===== src/rtl/mmu_init_ctrl.sv =====
// mmu_init_ctrl: fills the 256-entry MMU RAM after reset/START and optionally verifies it
// Clocking: CLKX4 system clock; E is the CPU E clock, each phase 2 CLKX4 cycles; nRESET async active-low.
// Ports:
//   START              one-cycle re-initialise request, honoured only when idle
//   FILL               init value for entries with address[7:3] != 0 (entries 0..7 map to 0..7)
//   CPU_*              CPU-side MMU RAM lookup/write path, passed through whenever the engine is off the bus
//   MMU_* / MMU_DIN    MMU RAM bus
//   BUSY / DONE / ERR  init in progress / init complete (sticky) / verify mismatch (sticky)
// Build option: define MMU_INIT_VERIFY_EN to add the read-back verify pass and a functional ERR.
module mmu_init_ctrl (
  input  logic       CLKX4,
  input  logic       nRESET,
  input  logic       E,
  input  logic       START,
  input  logic [7:0] FILL,
  input  logic [7:0] CPU_ADDR,
  input  logic       CPU_nRD,
  input  logic       CPU_nWR,
  input  logic [7:0] CPU_DOUT,
  input  logic       CPU_DOE,
  output logic [7:0] MMU_ADDR,
  output logic       MMU_nRD,
  output logic       MMU_nWR,
  output logic [7:0] MMU_DOUT,
  output logic       MMU_DOE,
  input  logic [7:0] MMU_DIN,
  output logic       BUSY,
  output logic       DONE,
  output logic       ERR
);
`ifdef MMU_INIT_VERIFY_EN
  typedef enum logic [1:0] {WR, VF, IDLE} state_t;
  logic err, err_n;
`else
  typedef enum logic [1:0] {WR, IDLE} state_t;
`endif
  state_t state, state_n;
  logic [7:0] cnt, cnt_n, init_val;
  logic e_q, s0_q, done, done_n, slot0, slot1, eng, wr;
  // slot0 is the first CLKX4 cycle of E low; slot1 needs E still low, so a short E dip never writes
  assign slot0 = ~E & e_q;
  assign slot1 = ~E & s0_q;
  assign init_val = (cnt[7:3] == 5'd0) ? {5'd0, cnt[2:0]} : FILL;
  assign eng = (state != IDLE) & (slot0 | slot1);
  assign wr = (state == WR);
  assign BUSY = (state != IDLE);
  assign DONE = done;
  // reset gating keeps strobes inactive the instant nRESET falls, cutting any write pulse short
  assign MMU_ADDR = eng ? cnt : CPU_ADDR;
  assign MMU_DOUT = eng ? init_val : CPU_DOUT;
  assign MMU_DOE = nRESET & (eng ? wr : CPU_DOE);
  assign MMU_nRD = ~nRESET | (eng ? wr : CPU_nRD);
  assign MMU_nWR = ~nRESET | (eng ? ~(wr & slot1) : CPU_nWR);
  always_ff @(posedge CLKX4 or negedge nRESET)
    if (!nRESET) begin
      state <= WR;
      cnt <= '0;
      e_q <= 1'b1;
      s0_q <= 1'b0;
      done <= 1'b0;
`ifdef MMU_INIT_VERIFY_EN
      err <= 1'b0;
`endif
    end else begin
      state <= state_n;
      cnt <= cnt_n;
      e_q <= E;
      s0_q <= slot0;
      done <= done_n;
`ifdef MMU_INIT_VERIFY_EN
      err <= err_n;
`endif
    end
  always_comb begin
    state_n = state;
    cnt_n = cnt;
    done_n = done;
`ifdef MMU_INIT_VERIFY_EN
    err_n = err;
`endif
    case (state)
      IDLE: if (START) begin
        state_n = WR;
        cnt_n = '0;
        done_n = 1'b0;
`ifdef MMU_INIT_VERIFY_EN
        err_n = 1'b0;
`endif
      end
      WR: if (slot1) begin
        cnt_n = cnt + 8'd1;
        if (&cnt) begin
`ifdef MMU_INIT_VERIFY_EN
          state_n = VF;
`else
          state_n = IDLE;
          done_n = 1'b1;
`endif
        end
      end
`ifdef MMU_INIT_VERIFY_EN
      VF: if (slot1) begin
        cnt_n = cnt + 8'd1;
        err_n = err | (MMU_DIN != init_val);
        if (&cnt) begin
          state_n = IDLE;
          done_n = 1'b1;
        end
      end
`endif
      default: state_n = IDLE;
    endcase
  end
`ifdef MMU_INIT_VERIFY_EN
  assign ERR = err;
`else
  logic unused_din;
  assign unused_din = ^MMU_DIN;
  assign ERR = 1'b0;
`endif
endmodule


===== config.mk =====
export PLATFORM = sky130hd
export DESIGN_NAME = mmu_init_ctrl
export DESIGN_NICKNAME = d
export VERILOG_FILES = /design/src/rtl/mmu_init_ctrl.sv
export SDC_FILE = /design/constraint.sdc
export NUM_CORES = 1
export LEC_CHECK = 0
export CORE_MARGIN = 1
export CORE_UTILIZATION = 39
export CTS_BUF_LIST = sky130_fd_sc_hd__clkbuf_8
export DETAILED_ROUTE_END_ITERATION = 10
export PLACE_DENSITY = 0.88
export RECOVER_POWER = 25
export SYNTH_ARGS = -nofsm -noshare
export SYNTH_HDL_FRONTEND = slang
export SYNTH_SLANG_ARGS = --single-unit

===== constraint.sdc =====
create_clock -name CLKX4 -period 4.7 [get_ports CLKX4]
set_clock_uncertainty 0.1 [all_clocks]
set_input_delay 1.41 -clock CLKX4 [delete_from_list [all_inputs] [get_ports CLKX4]]
set_output_delay 1.41 -clock CLKX4 [all_outputs]
set_load 0.1 [all_outputs]

======== Word level (Yosys, flattened, before mapping) ========
Index checks and enable logic that the tools add are counted.
cells by class
  divide/modulo/power cells ............... 0
  multiply operators ...................... 0
  add/sub/neg operators ................... 1
  reduce and logical (&&, ||, !) cells .... 7
  eq/ne operators ......................... 5
  shifts and indexed selects .............. 0
  order comparisons ....................... 0
  bitwise operators ....................... 11
  mux-type cells .......................... 17
operators by type and width
  cell                 count
  $mux 8               5
  $pmux 8 s2           1
  $add 8x1->8 const B  1
  $reduce_and 8->1     1
  $mux 1               6
  $mux 2               3
  $reduce_and 3->1     2
  $and 1x1->1          5
  $logic_not 5->1      1
  $ne 2x1->1 const B   2
  $ne 2x2->1 const B   2
  $pmux 2 s2           1
  $reduce_and 4->1     1
  $not 1->1            3
  $or 1x1->1           3
  $eq 2x1->1 const B   1
  $logic_not 2->1      1
  $pmux 1 s2           1
  $reduce_bool 2->1    1
storage, ports and cells
  memory bits (writable) .................. 0
  memory bits (read-only) ................. 0
  memories ................................ 0
  word-level logic and storage cells ...... 46
  bits in registers ....................... 13
  output and inout port bits .............. 22
  bits of input ports ..................... 39
  latch bits .............................. 0

======== Depth between registers and ports, before layout ========
Gate-level depths: netlist of the first run.
  depth in word-level cells ............... 6
  gate-level depth with buffers ........... 5
  gate-level depth less buffers ........... 4

======== Worst setup path after synthesis of the first run ========
Ideal clock, no wire load.
  path kind ............................... input to output
  start point ............................. input E
  end point ............................... output MMU_nWR
  stages .................................. 4
  buffers on the path ..................... 1
  arrival time ............................ 4.028 ns
  setup slack ............................. -0.838 ns
  required time ........................... 3.190 ns
  path through ............................ nor2_1 -> buf_2 -> a21oi_1 -> o21ai_0
between the ends
  longest elaborated chain between the ends .. 6
ends and longest elaborated chain
  element                                           line    RTL
  start: declaration                                13      input logic E,
  $not 1->1 *                                       41, 42
  $and 1x1->1, on equally long branches             41, 42
  $or 1x1->1 / $and 1x1->1 (equally long branches)  44, 53
  $and 1x1->1 / $not 1->1 (equally long branches)   44, 53
  $mux 1 *                                          53      assign MMU_nWR = ~nRESET | (eng ? ~(wr & slot1) : CPU_nWR);
  $or 1x1->1 *                                      53
  end: declaration                                  23      output logic MMU_nWR,
Every way passes the cells marked *; elsewhere a longest branch is shown, timed or not.

======== Worst setup path in the final report of the first run ========
  start point ............................. input E
  end point ............................... output MMU_DOUT[6]
between the ends
  longest elaborated chain between the ends .. 5
ends and longest elaborated chain
  element                                line    RTL
  $not 1->1 *                            41, 42
  $and 1x1->1, on equally long branches  41, 42
  $or 1x1->1 *                           44      assign eng = (state != IDLE) & (slot0 | slot1);
  $and 1x1->1 *                          44
  $mux 8 *                               50      assign MMU_DOUT = eng ? init_val : CPU_DOUT;
  end: declaration                       24      output logic [7:0] MMU_DOUT,
Marks and branches as above.

==> results of run 1 <==
[cells in the final DEF, fill, tap and decap left out, types with 2 or more instances in the layout]
cell             synthesis  layout
a21oi_1                  4       4
a31oi_2                  0       3
and2_1                   2       2
buf_12                   0      19
clkbuf_8                 0       3
clkdlybuf4s50_1          0      31
dfrtp_1                 10      10
inv_1                    3       4
mux2_2                   8       8
nand2_1                  5       5
nand3_1                  9       9
nand3b_1                 2       2
o21ai_0                  3       2
o21ai_1                  2       3
o22ai_1                  3       3
o2bb2ai_2                0       5
o311ai_0                 4       4
o41ai_1                  4       4
xor2_1                   2       2
[state kept, by name, summed over array words and instances (netlist names)]
register,cells
s0_q,1
e_q,1
DONE,1
cnt,8
[area by class of cell]
cell class | instances | area (sq um)
clock buffer | 3 | 41.29
clock inverter | 1 | 3.754
fill | 146 | 494.2
inverter | 3 | 11.26
multi-input combinational | 75 | 616.8
sequential | 11 | 276.5
tap | 28 | 35.03
timing repair buffer | 53 | 711.9
[worst max-delay path by stage]
stage	end	slack, ns	cells past startpoint
5_1_grt	MMU_DOUT[3]	0.13	6
4_1_cts	MMU_DOUT[6]	0.23	6
2_1_floorplan	MMU_nWR	-0.08	4
3_3_place_gp	MMU_ADDR[1]	0.28	5
6_report	MMU_DOUT[6]	0.25	6
3_5_place_dp	MMU_DOUT[2]	0.23	6
[per-layer routing]
| metal | up-vias | global-route usage [%] |
|---|---|---|
| li1 | 473 | - |
| met1 | 450 | 25.48 |
| met2 | 54 | 41.11 |
| met3 | 3 | 5.247 |
| met4 | 0 | 9.048 |
| met5 | - | 0 |
[power breakdown]
group          internal [mW]  switching, mW  leakage (nW)
Combinational          0.188          0.303         0.501
Clock                 0.0575         0.0371        0.0269
Sequential             0.116         0.0517         0.142
Total                  0.361          0.392         0.670
[worst max-delay path, cell delays in order]
cell and delay, ns:
clkdlybuf4s50_1 0.46, nor2_1 0.32, buf_4 0.23, nand3_1 0.12, o2bb2ai_2 0.21, buf_12 0.20
[kinds of logic after synthesis]
kind of cell,count (synthesis),synth area share (%)
xor gates and xnor gates,2,1.945
DFF,11,30.69
and+or+nand+nor,31,23.61
buffers and inverters,10,6.387
muxes,9,11.11
adders and majority gates,1,1.389
other,1,0.4163
AOI/OAI and AO/OA,31,24.44
[metrics by stage]
step / hold WS (ns) / std cells
final: 0.4529 / 174
after floorplan: 0.4086 / 96
after global routing: 0.4639 / 174
after detailed placement: 0.4455 / 170
after CTS: 0.4549 / 174
after global placement: 0.4405 / 170
==> results by group, run 1 <==
STA
  – Period utilization: 94.63%
  – Highest clock rate: 224.8 MHz
  – Setup violations, final: 0
  – Worst relative slew slack: 34.67%
  – Final TNS setup: 0 ns
  – Pins Over Slew Limit: 0
  – Final Hold Fails: 0
  – RSZ-0062 raised after global routing: no
  – Final min period: 4.447 ns
  – Final worst setup slack: 0.2525 ns
  – Worst Tran Pin Value: 0.9768 ns

Clocking
  – Htree depth: 1
  – Reg clk slew, reported paths: 0.05 ns
  – CTS buffer count: 3
  – Clk_lat worst skew: 0.24 ns
  – Root buffer cell: clkbuf_8
  – Post-CTS resize count: 0
  – TritonCTS clock tree: built
  – Cts hold-fix bufs: 0
  – Post-CTS Setup Bufs: 0
  – Bufs on Longest Clock Path: 2
  – Clock tree sinks: 11

Yosys
  – Synthesized cell area: 900.9 sq um
  – Synth top area cells: dfrtp_1 28%, mux2_2 10%, nand3_1 5.0%, o2bb2ai_1 4.9%, o311ai_0 3.9%
  – Syn_nets: 136
  – Async SR Flop Fraction: 100.0%
  – Count leader, synth: dfrtp_1
  – Synth area leader: dfrtp_1
  – Number of distinct library cells after synthesis: 40
  – Post-synthesis register bit count: 11
  – Most used flip-flop cell after synthesis: dfrtp_1
  – Most frequent cells after synthesis: 10 x dfrtp_1, 9 x nand3_1, 8 x mux2_2
  – Post-synth EDFFs: 0
  – Post-synthesis sequential area ratio: 30.69%
  – Synth top area share: 27.78%
  – Post-Syn Area per Cell: 9.384 sq um
  – Cells after Synth: 96
  – Yosys warnings: 0

Critical path
  – Crit end category: output port
  – Worst setup startpoint: E
  – R2r setup slk: 2.94 ns
  – Required @ worst endpoint: 3.19 ns
  – Critical path peak fanout: 8
  – Critical path class: in -> out
  – Reg2reg path depth: 4
  – Worst setup SP type: input pin
  – R2r startpoint: cnt[0]
  – Reg2reg end: DONE
  – Arrival @ worst endpoint: 2.94 ns

Drt
  – Routed wl met2: 1.335 mm
  – DRT antenna net count: 0
  – Top Layer Used: met4
  – WL/cell: 15.07 microns
  – Total detailed-routing wirelength: 2.622 mm
  – Routed vias: 980
  – DR DRC count: 0
  – Met3 wire len: 230 microns
  – DR iter-0 viols: 27
  – Met1 wire length: 1.027 mm
  – Drt first pass iters: 4
  – Routed vias/inst: 5.632

Place
  – Detailed placement HPWL: 2.176 mm
  – Dpl cell area: 0.001655 sq mm
  – Pre-CTS setup slack: 0.2299 ns
  – RD Place Congestion: 0.8220
  – Port Buffers: 51

Worst hold path
  – Worst min path class: reg -> reg
  – Min-delay src: e_q
  – Hold path endpoint: s0_q
  – Hold path cells: 1

Floorplanning
  – Row count: 17
  – Core Box Area: 0.002191 sq mm
  – Die area: 0.002506 sq mm
  – Die X: 50.06 microns
  – Total I/O pin count: 61
  – Chip height: 50.06 microns
  – Initial Utilization: 41.12%

Global route
  – First-pass GRT wire length: 4.353 mm
  – GRT Overall Usage: 22.87%
  – Pin count of the biggest net entering global routing: 15
  – Vias in the first global route: 969
  – Initial antenna violation count: 0
  – Grt total ovfl: 0

Finish
  – Core Util, Final: 77.44%
  – Nets@finish: 187
  – Area Growth Syn to Fin: 88.33%
  – N_diodes: 0
  – Final Cell Area: 0.001697 sq mm
  – Share of cells above drive strength 1: 31.51%

Power
  – Leak: 0.6695 nW
  – Largest vdd supply drop: 300.0 uV
  – Final total power: 0.7530 mW
  – Power Density: 443.8 mW/mm^2

Run status
  – Status: finished clean

Job
  – Number of max-cap violations: 0
Note: power is estimated with default switching activity, not from simulation.
==> run 2: changes to the inputs <==
--- a/constraint.sdc
+++ b/constraint.sdc
@@ -4,2 +4,2 @@
 set_output_delay 1.41 -clock CLKX4 [all_outputs]
-set_load 0.1 [all_outputs]
+set_load 0.02 [all_outputs]
==> results by group, run 2 (synthesis results as in run 1) <==
Floorplanning
  – Total I/O pin count: 61 (unchanged)
  – Initial Utilization: 41.12% (unchanged)
  – Chip height: 50.06 microns (unchanged)
  – Core Box Area: 0.002191 sq mm (unchanged)
  – Die area: 0.002506 sq mm (unchanged)
  – Die X: 50.06 microns (unchanged)
  – Row count: 17 (unchanged)

Clocking
  – Bufs on Longest Clock Path: 2 (unchanged)
  – Clk_lat worst skew: 0.24 ns (about the same)
  – Post-CTS resize count: 0 (unchanged)
  – TritonCTS clock tree: built (unchanged)
  – CTS buffer count: 3 (unchanged)
  – Cts hold-fix bufs: 0 (unchanged)
  – Reg clk slew, reported paths: 0.05 ns (about the same)
  – Clock tree sinks: 11 (unchanged)
  – Root buffer cell: clkbuf_8 (unchanged)
  – Post-CTS Setup Bufs: 0 (unchanged)
  – Htree depth: 1 (unchanged)

Power
  – Final total power: 0.5143 mW (was 0.7530 mW)
  – Largest vdd supply drop: 258.5 uV (was 300.0 uV)
  – Power Density: 343.7 mW/mm^2 (was 443.8 mW/mm^2)
  – Leak: 0.6764 nW (was 0.6695 nW)

Drt
  – DRT antenna net count: 0 (unchanged)
  – Routed vias/inst: 5.619 (was 5.632)
  – Routed vias: 989 (was 980)
  – Drt first pass iters: 4 (unchanged)
  – Total detailed-routing wirelength: 2.962 mm (was 2.622 mm)
  – WL/cell: 16.83 microns (was 15.07 microns)
  – DR DRC count: 0 (unchanged)
  – DR iter-0 viols: 16 (was 27)

Critical path
  – Reg2reg end: cnt[6] (was DONE)
  – Critical path peak fanout: 8 (unchanged)
  – Critical path class: in -> out (unchanged)
  – Worst setup SP type: input pin (unchanged)
  – Worst setup startpoint: E (unchanged)
  – R2r setup slk: 2.84 ns (was 2.94 ns)
  – Reg2reg path depth: 4 (unchanged)
  – Required @ worst endpoint: 3.19 ns (about the same)
  – Arrival @ worst endpoint: 3.11 ns (was 2.94 ns)
  – R2r startpoint: cnt[0] (unchanged)
  – Crit end category: output port (unchanged)

Worst hold path
  – Hold path cells: 1 (unchanged)
  – Min-delay src: e_q (unchanged)
  – Worst min path class: reg -> reg (unchanged)
  – Hold path endpoint: s0_q (unchanged)

Place
  – RD Place Congestion: 0.8258 (was 0.8220)
  – Detailed placement HPWL: 2.185 mm (was 2.176 mm)
  – Port Buffers: 51 (unchanged)

Global route
  – Grt total ovfl: 0 (unchanged)
  – Pin count of the biggest net entering global routing: 15 (unchanged)
  – Vias in the first global route: 953 (was 969)
  – Initial antenna violation count: 0 (unchanged)
  – GRT Overall Usage: 23.09% (was 22.87%)
  – First-pass GRT wire length: 4.381 mm (was 4.353 mm)

Finish
  – Nets@finish: 189 (was 187)
  – Area Growth Syn to Fin: 66.11% (was 88.33%)
  – Most common cell after layout, fill and taps aside: clkdlybuf4s50_1 (unchanged)
  – Fill cells: 161 (was 146)
  – Share of cells above drive strength 1: 14.19% (was 31.51%)
  – Largest reg by FF count: cnt (unchanged)
  – Commonest cells after routing, fill and taps aside: 40 x clkdlybuf4s50_1, 10 x dfrtp_1, 10 x dlymetal6s2s_1 (was 31 x clkdlybuf4s50_1, 19 x buf_12, 10 x dfrtp_1)
  – N_diodes: 0 (unchanged)
  – Max reg flops: 8 (unchanged)

STA
  – Final TNS setup: 0 ns (unchanged)
  – RSZ-0062 raised after global routing: no (unchanged)
  – Worst Tran Pin Value: 0.5813 ns (was 0.9768 ns)
  – Highest clock rate: 216.4 MHz (was 224.8 MHz)
  – Setup violations, final: 0 (unchanged)
  – Pins Over Slew Limit: 0 (unchanged)
  – Final min period: 4.621 ns (was 4.447 ns)
  – Worst relative slew slack: 61.25% (was 34.67%)
  – Final Hold Fails: 0 (unchanged)
  – Period utilization: 98.31% (was 94.63%)

Run status
  – Status: finished clean (unchanged)

Job
  – Number of max-cap violations: 0 (unchanged)
==> run 2: changes by cell type in the layout (fill, tap and decap cells not counted), sizes merged <==
cell           before  now
buf                20    3
clkdlybuf4s50      31   40
dlymetal6s2s        0   10
==> run 2: metrics by stage <==
stage	setup WS [ns]	util (%)	cell area (sq um)	cells	hold WS, ns
after detailed placement	0.01442	65.28	1430	172	0.4501
after global routing	0.007000	68.30	1496	176	0.4610
after global placement	0.05276	65.28	1430	172	0.4404
after floorplan	0.7978	-	900.9	96	0.4086
after CTS	0.01142	67.33	1475	176	0.4572
final	0.07933	68.30	1496	176	0.4584
==> run 2: critical path, cell delays in order <==
cell	delay [ns]
clkdlybuf4s50_1	0.42
nor2_1	0.09
buf_4	0.15
buf_4	0.15
a21oi_1	0.08
a31oi_1	0.18
clkdlybuf4s50_1	0.63
==> run 2: area by class of cell <==
cell class	instances	area (sq um)	area share [%]
Sequential cell	11	276.5	18.48
Tap cell	28	35.03	2.341
Multi-Input combinational cell	75	566.8	37.88
Clock buffer	3	41.29	2.759
Inverter	3	11.26	0.7525
Timing Repair Buffer	55	561.8	37.54
Clock inverter	1	3.754	0.2508
==> run 2: worst max path at each step <==
stage | endpoint | slack (ns)
finish | MMU_DOUT[2] | 0.08
global route | MMU_DOUT[2] | 0.007
CTS | MMU_ADDR[5] | 0.01
detailed placement | MMU_ADDR[5] | 0.01
global placement | MMU_ADDR[7] | 0.05
floorplan | MMU_nWR | 0.80
==> run 2: layer usage <==
metal,wire [microns],GRT usage [%],vias up
li1,-,-,475
met1,1163,25.14,468
met2,1543,42.67,46
met3,255,4.938,0
met4,0,8.571,0
met5,0,0,-
==> run 2: power breakdown <==
part / total [mW] / switching, mW / internal, mW
clock: 0.0921 / 0.0348 / 0.0573
sequential: 0.174 / 0.0577 / 0.116
combinational: 0.249 / 0.122 / 0.127
==> run 3: changes to the inputs <==
CORE_UTILIZATION = 37   (was 39)
GPL_TIMING_DRIVEN = 0   (was not set)
PLACE_DENSITY = 0.91   (was 0.88)
==> results by group, run 3 (synthesis results as in run 1) <==
Run status
  – Status: finished clean (unchanged)

Critical path
  – Arrival @ worst endpoint: 2.84 ns (was 3.11 ns)
  – Slowest CP cell: clkdlybuf4s50_1 (unchanged)
  – Crit path buffers/inverters: 3 (was 4)
  – Largest stage delay, worst path: 0.53 ns (was 0.63 ns)
  – Critical path class: in -> out (unchanged)
  – Crit end category: output port (unchanged)
  – Cell family with most CP delay: buffers and inverters (unchanged)
  – Required @ worst endpoint: 3.19 ns (about the same)
  – Critical Path Stages: 6 (was 7)
  – Critical path peak fanout: 10 (was 8)
  – Reg2reg path depth: 4 (unchanged)
  – Cells along the critical path: clkbuf_1, nor2_4, nand2_4, buf_6, mux2_2, clkdlybuf4s50_1 (was clkdlybuf4s50_1, nor2_1, buf_4, buf_4, a21oi_1, a31oi_1, clkdlybuf4s50_1)
  – Worst setup SP type: input pin (unchanged)

Clocking
  – Htree depth: 1 (unchanged)
  – TritonCTS clock tree: built (unchanged)
  – Reg clk slew, reported paths: 0.05 ns (about the same)
  – Clk_lat worst skew: 0.24 ns (about the same)
  – Bufs on Longest Clock Path: 2 (unchanged)
  – Post-CTS Setup Bufs: 0 (unchanged)
  – Cts hold-fix bufs: 0 (unchanged)
  – CTS buffer count: 3 (unchanged)
  – Clock tree sinks: 11 (unchanged)
  – Root buffer cell: clkbuf_8 (unchanged)

Floorplanning
  – Die X: 51.35 microns (was 50.06 microns)
  – Chip height: 51.35 microns (was 50.06 microns)
  – Initial Utilization: 39.96% (was 41.12%)
  – Die area: 0.002636 sq mm (was 0.002506 sq mm)
  – Row count: 17 (unchanged)
  – Core Box Area: 0.002255 sq mm (was 0.002191 sq mm)
  – Total I/O pin count: 61 (unchanged)

Finish
  – Register Area: 276.5 sq um (unchanged)
  – N_diodes: 0 (unchanged)
  – Share of cells above drive strength 1: 17.22% (was 14.19%)
  – Core Util, Final: 65.87% (was 68.30%)
  – Area Growth Syn to Fin: 64.86% (was 66.11%)
  – Most common cell after layout, fill and taps aside: clkdlybuf4s50_1 (unchanged)
  – Area of the multi-input gates: 574.3 sq um (was 566.8 sq um)
  – Max reg flops: 8 (unchanged)
  – Fill cells: 179 (was 161)
  – Commonest cells after routing, fill and taps aside: 39 x clkdlybuf4s50_1, 10 x dfrtp_1, 9 x nand3_1 (was 40 x clkdlybuf4s50_1, 10 x dfrtp_1, 10 x dlymetal6s2s_1)
  – Nets@finish: 192 (was 189)
  – Largest reg by FF count: cnt (unchanged)

Place
  – Detailed placement HPWL: 2.175 mm (was 2.185 mm)
  – Port Buffers: 51 (unchanged)
  – RD Place Congestion: 0.8142 (was 0.8258)

Drt
  – DR DRC count: 0 (unchanged)
  – WL/cell: 15.88 microns (was 16.83 microns)
  – Routed vias/inst: 5.592 (was 5.619)
  – Drt first pass iters: 4 (unchanged)
  – DR iter-0 viols: 8 (was 16)
  – Total detailed-routing wirelength: 2.842 mm (was 2.962 mm)
  – DRT antenna net count: 0 (unchanged)
  – Routed vias: 1,001 (was 989)

STA
  – Pins Over Slew Limit: 0 (unchanged)
  – RSZ-0062 raised after global routing: no (unchanged)
  – Final Hold Fails: 0 (unchanged)
  – Setup violations, final: 0 (unchanged)
  – Highest clock rate: 229.9 MHz (was 216.4 MHz)
  – Final min period: 4.350 ns (was 4.621 ns)
  – Worst Tran Pin Value: 0.7662 ns (was 0.5813 ns)
  – Worst relative slew slack: 48.92% (was 61.25%)
  – Period utilization: 92.55% (was 98.31%)

Global route
  – Initial antenna violation count: 0 (unchanged)
  – Vias in the first global route: 972 (was 953)
  – Pin count of the biggest net entering global routing: 15 (unchanged)
  – GRT Overall Usage: 23.19% (was 23.09%)
  – First-pass GRT wire length: 4.478 mm (was 4.381 mm)
  – Grt total ovfl: 0 (unchanged)

Power
  – Leak: 0.6255 nW (was 0.6764 nW)
  – Power Density: 343.2 mW/mm^2 (was 343.7 mW/mm^2)
  – Largest vdd supply drop: 302.3 uV (was 258.5 uV)
  – Final total power: 0.5097 mW (was 0.5143 mW)

Job
  – Number of max-cap violations: 0 (unchanged)

Worst hold path
  – Worst min path class: reg -> reg (unchanged)
  – Hold path cells: 1 (unchanged)
-- run 3: path summary, 6_finish.rpt --
check	from	endpoint	slack (ns)
setup / recovery	E	MMU_ADDR[4]	0.35
hold / removal	e_q	s0_q	0.46
setup reg to reg	cnt[0]	DONE	2.93
hold reg to reg	e_q	s0_q	0.46
max in group asynchronous	nRESET	cnt[6]	2.90
min in group asynchronous	nRESET	s0_q	1.12
-- run 3: area by class of cell --
class,count,area share [%]
clock buffer,3,2.780
inverter,3,0.7582
timing repair buffer,51,33.45
sequential,11,18.62
buffer,7,3.117
clock inverter,1,0.2527
multi-input combinational,75,38.67
tap,28,2.359
-- run 3: metrics by stage --
step | cell area, sq um | setup TNS [ns] | setup slack (ns) | hold WS (ns) | std cells
after floorplan | 900.9 | 0 | 0.7978 | 0.4086 | 96
after global placement | 1446 | -0.3447 | -0.04844 | 0.4435 | 175
after detailed placement | 1446 | -0.9383 | -0.09648 | 0.4515 | 175
after CTS | 1485 | 0 | 0.005424 | 0.4588 | 179
after global routing | 1485 | 0 | 0.2661 | 0.4699 | 179
final | 1485 | 0 | 0.3500 | 0.4578 | 179
-- run 3: power breakdown --
part           switching [mW]  leakage, nW  total, mW  internal [mW]
logic                   0.135        0.457      0.259          0.125
clock network          0.0344       0.0269     0.0916         0.0572
registers              0.0427        0.142      0.159          0.116
total                   0.212        0.626      0.510          0.298
-- run 3: metal layers --
metal / GRT usage, % / routed length, microns / up-vias
li1: - / - / 485
met1: 24.64 / 1095 / 454
met2: 41.45 / 1384 / 54
met3: 6.548 / 302 / 8
met4: 11.71 / 59 / 0
met5: 0 / 0 / -
-- run 3: what timing repair did --
| item | in CTS | in global routing |
|---|---|---|
| resized for setup | 8 | 6 |
| endpoints found under the hold margin | 0 | 0 |
| endpoints found under the setup margin | 13 | 7 |
